### src/rtl/dual_stream_align_pkg.sv
// Shared types and helpers for the dual-stream aligner.
package dual_stream_align_pkg;

  typedef enum logic [1:0] {
    StPass   = 2'd0,
    StDrain0 = 2'd1,
    StDrain1 = 2'd2
  } align_state_e;

  localparam int unsigned MaxCntW = 32;

  // Increment that sticks at the all-ones value of a cnt_w-bit counter.
  function automatic logic [MaxCntW-1:0] sat_inc(input logic [MaxCntW-1:0] val,
                                                 input int unsigned       cnt_w);
    logic [MaxCntW-1:0] max_val;
    max_val = (cnt_w >= MaxCntW) ? '1 : ((MaxCntW'(1) << cnt_w) - MaxCntW'(1));
    sat_inc = (val >= max_val) ? max_val : val + MaxCntW'(1);
  endfunction

endpackage

### src/rtl/axis_pair_reg.sv
// Single-stage output register for a lock-stepped pair of streams.
module axis_pair_reg #(
  parameter int unsigned WIDTH = 32
) (
  input  logic             clk,
  input  logic             reset_n,
  input  logic             clear,
  input  logic             in_valid,
  input  logic [WIDTH-1:0] in0_data,
  input  logic [WIDTH-1:0] in1_data,
  input  logic             in_last,
  output logic             load_en,
  output logic [WIDTH-1:0] out0_data,
  output logic [WIDTH-1:0] out1_data,
  output logic             out_last,
  output logic             out_valid,
  input  logic             out_ready
);

  logic             valid_q;
  logic             last_q;
  logic [WIDTH-1:0] d0_q;
  logic [WIDTH-1:0] d1_q;

  assign load_en = ~valid_q | out_ready;

  always_ff @(posedge clk or negedge reset_n) begin
    if (!reset_n) begin
      valid_q <= 1'b0;
      last_q  <= 1'b0;
      d0_q    <= '0;
      d1_q    <= '0;
    end else if (clear) begin
      valid_q <= 1'b0;
    end else if (load_en) begin
      valid_q <= in_valid;
      if (in_valid) begin
        d0_q   <= in0_data;
        d1_q   <= in1_data;
        last_q <= in_last;
      end
    end
  end

  assign out_valid = valid_q;
  assign out_last  = last_q;
  assign out0_data = d0_q;
  assign out1_data = d1_q;

endmodule

### src/rtl/dual_stream_align.sv
// Joins two sample streams into one lock-stepped pair stream; drains the longer packet
// when only one input ends a packet, and counts packets, mismatches and dropped beats.
module dual_stream_align
  import dual_stream_align_pkg::*;
#(
  parameter int unsigned WIDTH = 32,
  parameter int unsigned CNT_W = 16
) (
  input  logic             clk,
  input  logic             reset_n,
  input  logic             clear,
  input  logic [WIDTH-1:0] i0_tdata,
  input  logic             i0_tlast,
  input  logic             i0_tvalid,
  output logic             i0_tready,
  input  logic [WIDTH-1:0] i1_tdata,
  input  logic             i1_tlast,
  input  logic             i1_tvalid,
  output logic             i1_tready,
  output logic [WIDTH-1:0] o0_tdata,
  output logic [WIDTH-1:0] o1_tdata,
  output logic             o_tlast,
  output logic             o_tvalid,
  input  logic             o_tready,
  output logic [CNT_W-1:0] pkt_cnt,
  output logic [CNT_W-1:0] err_cnt,
  output logic [CNT_W-1:0] drop_cnt
);

  align_state_e     state_q, state_d;
  logic             load_en;
  logic             joint;
  logic [CNT_W-1:0] pkt_q, pkt_d;
  logic [CNT_W-1:0] err_q, err_d;
  logic [CNT_W-1:0] drop_q, drop_d;

  always_comb begin
    state_d   = state_q;
    pkt_d     = pkt_q;
    err_d     = err_q;
    drop_d    = drop_q;
    i0_tready = 1'b0;
    i1_tready = 1'b0;
    joint     = 1'b0;
    if (clear) begin
      state_d = StPass;
      pkt_d   = '0;
      err_d   = '0;
      drop_d  = '0;
    end else if (reset_n) begin
      unique case (state_q)
        StPass: begin
          // Each ready looks only at the other stream's valid, so a beat is taken only
          // when both sides present one.
          i0_tready = load_en & i1_tvalid;
          i1_tready = load_en & i0_tvalid;
          joint     = load_en & i0_tvalid & i1_tvalid;
          if (joint && (i0_tlast || i1_tlast)) begin
            pkt_d = pkt_q + CNT_W'(1);
            if (i0_tlast != i1_tlast) begin
              err_d   = CNT_W'(sat_inc(MaxCntW'(err_q), CNT_W));
              state_d = i0_tlast ? StDrain1 : StDrain0;
            end
          end
        end
        StDrain1: begin
          i1_tready = 1'b1;
          if (i1_tvalid) begin
            drop_d = CNT_W'(sat_inc(MaxCntW'(drop_q), CNT_W));
            if (i1_tlast) state_d = StPass;
          end
        end
        StDrain0: begin
          i0_tready = 1'b1;
          if (i0_tvalid) begin
            drop_d = CNT_W'(sat_inc(MaxCntW'(drop_q), CNT_W));
            if (i0_tlast) state_d = StPass;
          end
        end
        default: state_d = StPass;
      endcase
    end
  end

  always_ff @(posedge clk or negedge reset_n) begin
    if (!reset_n) begin
      state_q <= StPass;
      pkt_q   <= '0;
      err_q   <= '0;
      drop_q  <= '0;
    end else begin
      state_q <= state_d;
      pkt_q   <= pkt_d;
      err_q   <= err_d;
      drop_q  <= drop_d;
    end
  end

  axis_pair_reg #(
    .WIDTH(WIDTH)
  ) u_out_reg (
    .clk      (clk),
    .reset_n  (reset_n),
    .clear    (clear),
    .in_valid (joint),
    .in0_data (i0_tdata),
    .in1_data (i1_tdata),
    .in_last  (i0_tlast | i1_tlast),
    .load_en  (load_en),
    .out0_data(o0_tdata),
    .out1_data(o1_tdata),
    .out_last (o_tlast),
    .out_valid(o_tvalid),
    .out_ready(o_tready)
  );

  assign pkt_cnt  = pkt_q;
  assign err_cnt  = err_q;
  assign drop_cnt = drop_q;

endmodule
### config.mk
export PLATFORM = sky130hd
export DESIGN_NAME = dual_stream_align
export DESIGN_NICKNAME = d
export VERILOG_FILES = /design/src/rtl/dual_stream_align_pkg.sv /design/src/rtl/axis_pair_reg.sv /design/src/rtl/dual_stream_align.sv
export SDC_FILE = /design/constraint.sdc
export NUM_CORES = 1
export LEC_CHECK = 0
export BUFFER_PORTS_ARGS = -buffer_cell sky130_fd_sc_hd__clkbuf_2
export CAP_MARGIN = 25
export CORE_AREA = 5 5 110 112
export CTS_CLUSTER_SIZE = 30
export DETAILED_ROUTE_END_ITERATION = 12
export DIE_AREA = 0 0 115 117
export PLACE_DENSITY = 0.78
export SETUP_SLACK_MARGIN = 0.05
export SLEW_MARGIN = 40
export SYNTH_ARGS = -nofsm -noshare
export SYNTH_HDL_FRONTEND = slang
export SYNTH_SLANG_ARGS = --single-unit
### constraint.sdc
create_clock -name clk -period 2.8 [get_ports clk]
set_clock_uncertainty 0.15 [all_clocks]
set_input_delay 0.42 -clock clk [delete_from_list [all_inputs] [get_ports clk]]
set_output_delay 0.42 -clock clk [all_outputs]
set_load 0.1 [all_outputs]
==> flow_summary_export.csv, run 1 <==
group,metric,value,unit
power,p_comb_share,34.3,%
die,die_h,117,um
die,start_util,47.8,%
clock_tree,clock_path_buffers,2,
hold_path,hp-class,"primary input to register",
power,sequentialPowerShare,32.5,%
power,intPower,0.00346,W
synthesis,ys_seq_area_share,54.6,%
synthesis,ys_seq_elements,116,
worst_setup_path,cp-start-kind,"primary input",
routing,drtIter0Drc,505,
worst_setup_path,crit_buf_inv,2,
power,clockPowerShare,33.2,%
clock_tree,cts_buffers,17,
sta,layout_worst_path_cycle_share,95.6,%
die,rows,39,
placed_design,portBuffers,187,
layout,layout-drive-gt1-share,31.6,%
layout,diodes,0,
worst_setup_path,crit_slowest_cell,"or4_4",
worst_setup_path,required,2.92,ns
worst_setup_path,arrival,2.79,ns
synthesis,synth_edf_count,0,
sta,tightest_slew,0.640,ns
power,power_density,875,nW/um2
sta,drv_slew,0,
sta,max_freq,373,MHz
die,die_x,115,um
clock_tree,h-tree-depth,4,
sta,slew_headroom,57.0,%
sta,setup-violations-final,0,
clock_tree,cts.clk_slew.worst_paths,0.06,ns
routing,dr_total_vias,5065,
synthesis,avgSynthCellArea,8.99,um2
power,switching_power,0.00274,W
routing,drc_errors,0,
grt,grt_max_degree,65,
synthesis,syn_area,5310,um2
die,boundaryPins,188,
clock_tree,numClockSinks,116,
power,peakVddDrop,832,uV
worst_setup_path,cp_max_fo,8,
synthesis,syn-num-nets,667,
synthesis,syn_inst,591,
power,swShare,44.2,%
worst_setup_path,end_kind,"register",
layout,nets,861,
clock_tree,root_buffer,"clkbuf_16",
routing,routedWlPerCell,15.6,um
layout,area_growth_syn_to_layout,33.4,%
power,p_leak,3.69,nW
worst_setup_path,crit_type,"primary input to register",
clock_tree,insertion_delay,0.39,ns
clock_tree,cts_tree,"done",
outcome,status,"finished clean",
grt,gr-total-overflow,0,
placed_design,gp_congestion,0.859,
sta,finalHoldViolCount,0,
placed_design,hpwl,10500,um
die,die_area,13500,um2
routing,wirelength,14700,um
grt,grt_util_all_layers,22.0,%
grt,grt_pass1_wl,23800,um
sta,final.setup.tns,0,ns
layout,fill_cells,925,
synthesis,ys_types,52,
worst_setup_path,max_stage_delay,0.64,ns
worst_setup_path,cp_top_family,"simple AND/OR/NAND/NOR gates",
run,maxCapViolations,0,
sta,rsz0062_at_grt,"false",
die,core,11100,um2
synthesis,async_reset_ff_share,100,%
power,power,0.00620,W
sta,finalCriticalPeriod,2.68,ns
routing,viasPerCell,5.38,
routing,firstDrtPassIters,7,
grt,antenna_found_initial,0,
worst_setup_path,path_cells,"dlygate4sd3_1 -> buf_4 -> or3b_4 -> or4_4 -> nor4_2 -> mux2i_1 -> nor2_1",
grt,grt_pass1_vias,4916,
synthesis,yosysWarnings,0,
synthesis,synth-main-ff-cell,"dfrtp_1",
routing,antenna_left,0,
[cell usage after synthesis (4+ instances only)]
library cell  count  area share [%]
a21oi_1           8            0.75
dfrtp_1         116              55
nand4_1          12             1.4
nand3_1          24             2.3
a31oi_1           7            0.82
buf_2             4            0.38
nor4_2            4            0.94
nor4_1            7            0.82
o21ai_0           4            0.38
mux2i_1           4            0.75
ha_1              4            0.94
inv_1             7            0.49
nor3_1           22             2.1
xor2_1           12             2.0
nor2_1           42             3.0
a211oi_1         10             1.4
nand2_1         222              16
and3_1            6            0.71
clkbuf_1         24             1.7
[path summary, 6_finish.rpt]
| check | cells past startpoint | end | slack, ns | start |
|---|---|---|---|---|
| worst max register to register | 5 | err_cnt[10] | 0.30 | err_cnt[6] |
| worst min-delay path | 3 | u_out_reg.out0_data[16] | 0.06 | i0_tdata[16] |
| worst max-delay path | 7 | err_cnt[14] | 0.12 | reset_n |
| min in group asynchronous | 3 | drop_cnt[5] | 0.36 | reset_n |
| worst min register to register | 2 | u_out_reg.out0_data[9] | 0.33 | u_out_reg.out0_data[9] |
| max in group asynchronous | 5 | pkt_cnt[5] | 0.93 | reset_n |
[metrics by stage]
step	utilization [%]	hold WS, ns	setup slack, ns	cell area (um2)	cells
after CTS	63.4	0.0480	0.0998	7060	938
after detailed placement	58.2	0.217	0.171	6480	905
final	63.7	0.0607	0.122	7090	941
after global placement	58.2	0.211	0.273	6480	905
after global routing	63.7	0.0495	0.0641	7090	941
after floorplan	-	-0.0256	0.0563	5340	591
[power groups by stage]
stage	combinational (W)	sequential [W]	clock, W
floorplan	0.000238	0.00351	0
global placement	0.00211	0.00203	0
detailed placement	0.00214	0.00203	0
CTS	0.00214	0.00201	0.00209
global route	0.00221	0.00204	0.00217
finish	0.00213	0.00201	0.00206
[worst register-to-register path: cells and delay by family (launching register included)]
| family | cells | cell delay (ns) |
|---|---|---|
| flip-flops | 1 | 0.44 |
| AND/OR/NAND/NOR | 5 | 1.80 |
[kinds of logic (layout without fill, tap and decap cells)]
logic type / after synthesis / in the layout / synth area share [%]
AOI/OAI and AO/OA: 52 / 52 / 7.23
DFF: 116 / 116 / 54.6
xor gates and xnor gates: 13 / 13 / 2.14
adders and majority gates: 4 / 4 / 0.942
buffers and inverters: 37 / 244 / 2.99
muxes: 5 / 5 / 0.966
and+or+nand+nor: 364 / 364 / 31.1
[sequential cells by signal (all words and copies together), names as in the netlist]
| register | flops |
|---|---|
| drop_cnt | 16 |
| err_cnt | 16 |
| pkt_cnt | 16 |
| state_q | 2 |
| u_out_reg.out0_data | 32 |
| u_out_reg.out1_data | 32 |
| u_out_reg.out_last | 1 |
| u_out_reg.out_valid | 1 |
[layer usage]
metal,routed length [um],up-vias,global-route usage (%),share of wire [%]
li1,-,2397,-,-
met1,6100,2410,29.3,42
met2,7050,238,34.3,48
met3,1320,20,7.40,9.0
met4,224,0,6.81,1.5
met5,0,-,0,0
[placed cells by master, fill, tap and decap left out, types with 7 or more instances in the layout]
cell type    n
nor3_1      20
nand4_1     12
inv_1        7
clkbuf_16   17
dfrtp_1    116
xor2_1      12
a211oi_1    10
clkbuf_2   184
nand3_1     24
nand2_1    222
buf_4       14
nor2_1      42
a21oi_1      8
a31oi_1      7
nor4_1       7
[repair_timing]
action	4_1_cts	5_1_grt
hold buffers	1	0
hold endpoints to repair	8	0
buffers inserted	0	3
resized for setup	0	2
endpoints found under the setup margin	0	4
[cell type report]
cell class                 count  area, um2  share of cell area [%]
tap                          143        179                    2.53
clock buffer                  18        429                    6.06
inverter                       7       26.3                   0.371
clock inverter                14        139                    1.96
timing repair buffer         205       1120                    15.9
sequential                   116       2900                    41.0
multi-input combinational    438       2290                    32.3
No activity file was read; power rests on OpenSTA's default activity.
==> run 2: changes to the inputs <==
--- a/config.mk
+++ b/config.mk
@@ -7,11 +7,12 @@
 export LEC_CHECK = 0
 export BUFFER_PORTS_ARGS = -buffer_cell sky130_fd_sc_hd__clkbuf_2
 export CAP_MARGIN = 25
-export CORE_AREA = 5 5 110 112
+export CORE_AREA = 5 5 108 110
+export CTS_BUF_LIST = sky130_fd_sc_hd__clkbuf_2
 export CTS_CLUSTER_SIZE = 30
 export DETAILED_ROUTE_END_ITERATION = 12
-export DIE_AREA = 0 0 115 117
-export PLACE_DENSITY = 0.78
+export DIE_AREA = 0 0 113 115
+export PLACE_DENSITY = 0.81
 export SETUP_SLACK_MARGIN = 0.05
 export SLEW_MARGIN = 40
 export SYNTH_ARGS = -nofsm -noshare
==> flow_summary_export.csv, run 2 (synthesis gave the netlist of run 1 again) <==
group,metric,value,unit
outcome,status,"finished clean",
layout,post-route-util,69.1,%
grt,grt_max_degree,68,
routing,drc_errors,0,
sta,slew_headroom,51.4,%
worst_setup_path,crit_type,"primary input to register",
power,power_density,703,nW/um2
routing,drtIter0Drc,520,
worst_setup_path,cp_top_family,"simple AND/OR/NAND/NOR gates",
routing,wirelength,16200,um
layout,final_cell_mix,"nand2_1 (222), clkbuf_2 (205), dfrtp_1 (116)",
layout,area_growth_syn_to_layout,37.9,%
grt,grt_pass1_wl,26600,um
grt,gr-total-overflow,0,
worst_setup_path,required,3.15,ns
sta,rsz0062_at_grt,"false",
hold_path,hp-class,"primary input to asynchronous set/reset pin",
layout,final_common_cell,"nand2_1",
grt,antenna_found_initial,1,
clock_tree,h-tree-depth,4,
sta,drv_slew,0,
clock_tree,root_buffer,"clkbuf_2",
layout,multi_input_comb_area,2280,um2
worst_setup_path,timing.rr.end,"err_cnt[14]",
worst_setup_path,max_stage_delay,0.63,ns
clock_tree,cts_tree,"done",
layout,seq_area,2900,um2
placed_design,gp_congestion,0.853,
worst_setup_path,worst_r2r_path_depth,5,
grt,grt_pass1_vias,5470,
sta,finalCriticalPeriod,2.55,ns
worst_setup_path,r2r-start,"state_q[1]",
die,boundaryPins,188,
die,die_area,13000,um2
routing,viasPerCell,5.41,
run,maxCapViolations,0,
die,start_util,50.1,%
placed_design,placed_area,6470,um2
sta,final.setup.tns,0,ns
layout,final_area,7330,um2
routing,firstDrtPassIters,5,
power,peakVddDrop,790,uV
power,p_leak,3.81,nW
worst_setup_path,end_kind,"register",
placed_design,dp_slack,0.185,ns
clock_tree,cts.clk_slew.worst_paths,0.16,ns
clock_tree,numClockSinks,116,
placed_design,portBuffers,187,
layout,layout-drive-gt1-share,28.3,%
die,rows,38,
worst_setup_path,crit_buf_inv,3,
layout,fill_cells,766,
die,die_x,113,um
power,sequentialPowerShare,39.2,%
power,swShare,51.1,%
power,switching_power,0.00263,W
sta,tightest_slew,0.728,ns
placed_design,place_inst,901,
worst_setup_path,cp_max_fo,13,
worst_setup_path,cp-start-kind,"primary input",
worst_setup_path,reg2reg_slack,0.39,ns
power,clockPowerShare,17.4,%
layout,final_cell_count_no_fill,1000,
grt,grt_util_all_layers,25.3,%
sta,finalHoldViolCount,0,
power,p_comb_share,43.4,%
worst_setup_path,arrival,2.89,ns
sta,max_freq,393,MHz
worst_setup_path,crit_slowest_cell,"or4_4",
clock_tree,insertion_delay,0.60,ns
power,intPower,0.00252,W
worst_setup_path,path_cells,"dlygate4sd3_1 -> clkbuf_2 -> inv_1 -> ha_1 -> nand2b_1 -> or4_4 -> nor4_2 -> mux2i_1 -> nor2_1",
die,die_h,115,um
clock_tree,cts_buffers,17,
die,core,10600,um2
sta,layout_worst_path_cycle_share,90.9,%
routing,routedWlPerCell,16.2,um
routing,dr_total_vias,5410,
sta,setup_slack,0.254,ns
routing,antenna_left,0,
layout,nets,924,
placed_design,hpwl,10400,um
clock_tree,clock_path_buffers,2,
clock_tree,post_cts_buffers,0,
sta,setup-violations-final,0,
## run 2: how the worst max path moves through the flow
stage,start,end,slack (ns),cells past startpoint
4_1_cts,clear,i0_tready,0.10,6
5_1_grt,clear,i0_tready,0.19,6
3_5_place_dp,i0_tlast,err_cnt[14],0.18,8
6_report,i0_tlast,err_cnt[14],0.25,9
2_1_floorplan,err_cnt[5],err_cnt[9],0.06,6
3_3_place_gp,i0_tlast,err_cnt[14],0.27,8
## run 2: power by group through the flow
| stage | logic, W | registers [W] | clock network (W) |
|---|---|---|---|
| finish | 0.00223 | 0.00202 | 0.000896 |
| global route | 0.00231 | 0.00204 | 0.00100 |
| CTS | 0.00221 | 0.00201 | 0.000921 |
| detailed placement | 0.00214 | 0.00203 | 0 |
| global placement | 0.00211 | 0.00203 | 0 |
| floorplan | 0.000238 | 0.00351 | 0 |
## run 2: per-stage QoR
| step | total power [W] | hold WS, ns |
|---|---|---|
| floorplan | 0.00375 | -0.0256 |
| global placement | 0.00414 | 0.218 |
| detailed placement | 0.00417 | 0.223 |
| CTS | 0.00514 | 0.0662 |
| global route | 0.00535 | 0.0804 |
| finish | 0.00515 | 0.150 |
## run 2: repair_timing
item	CTS	global route
hold endpoints to repair	124	0
hold buffers	68	0
resized for setup	0	1
endpoints found under the setup margin	0	1
## run 2: routing by layer
layer | part of all wire (%) | vias to the layer above | GRT usage (%)
li1 | - | 2513 | -
met1 | 39 | 2571 | 31.4
met2 | 48 | 293 | 41.2
met3 | 10 | 33 | 8.11
met4 | 2.3 | 0 | 10.8
met5 | 0 | - | 0
## run 2: final cells by class
cell class	count	share of cell area [%]
tap	140	2.39
clock buffer	21	1.43
clock inverter	9	0.888
antenna	1	0.0342
sequential	116	39.6
timing repair buffer	268	24.1
inverter	7	0.410
multi-input combinational	438	31.2
## run 2: tightest hold or removal path, delay by kind of cell
| kind | cells | cell delay [ns] |
|---|---|---|
| buffers and inverters | 3 | 0.86 |
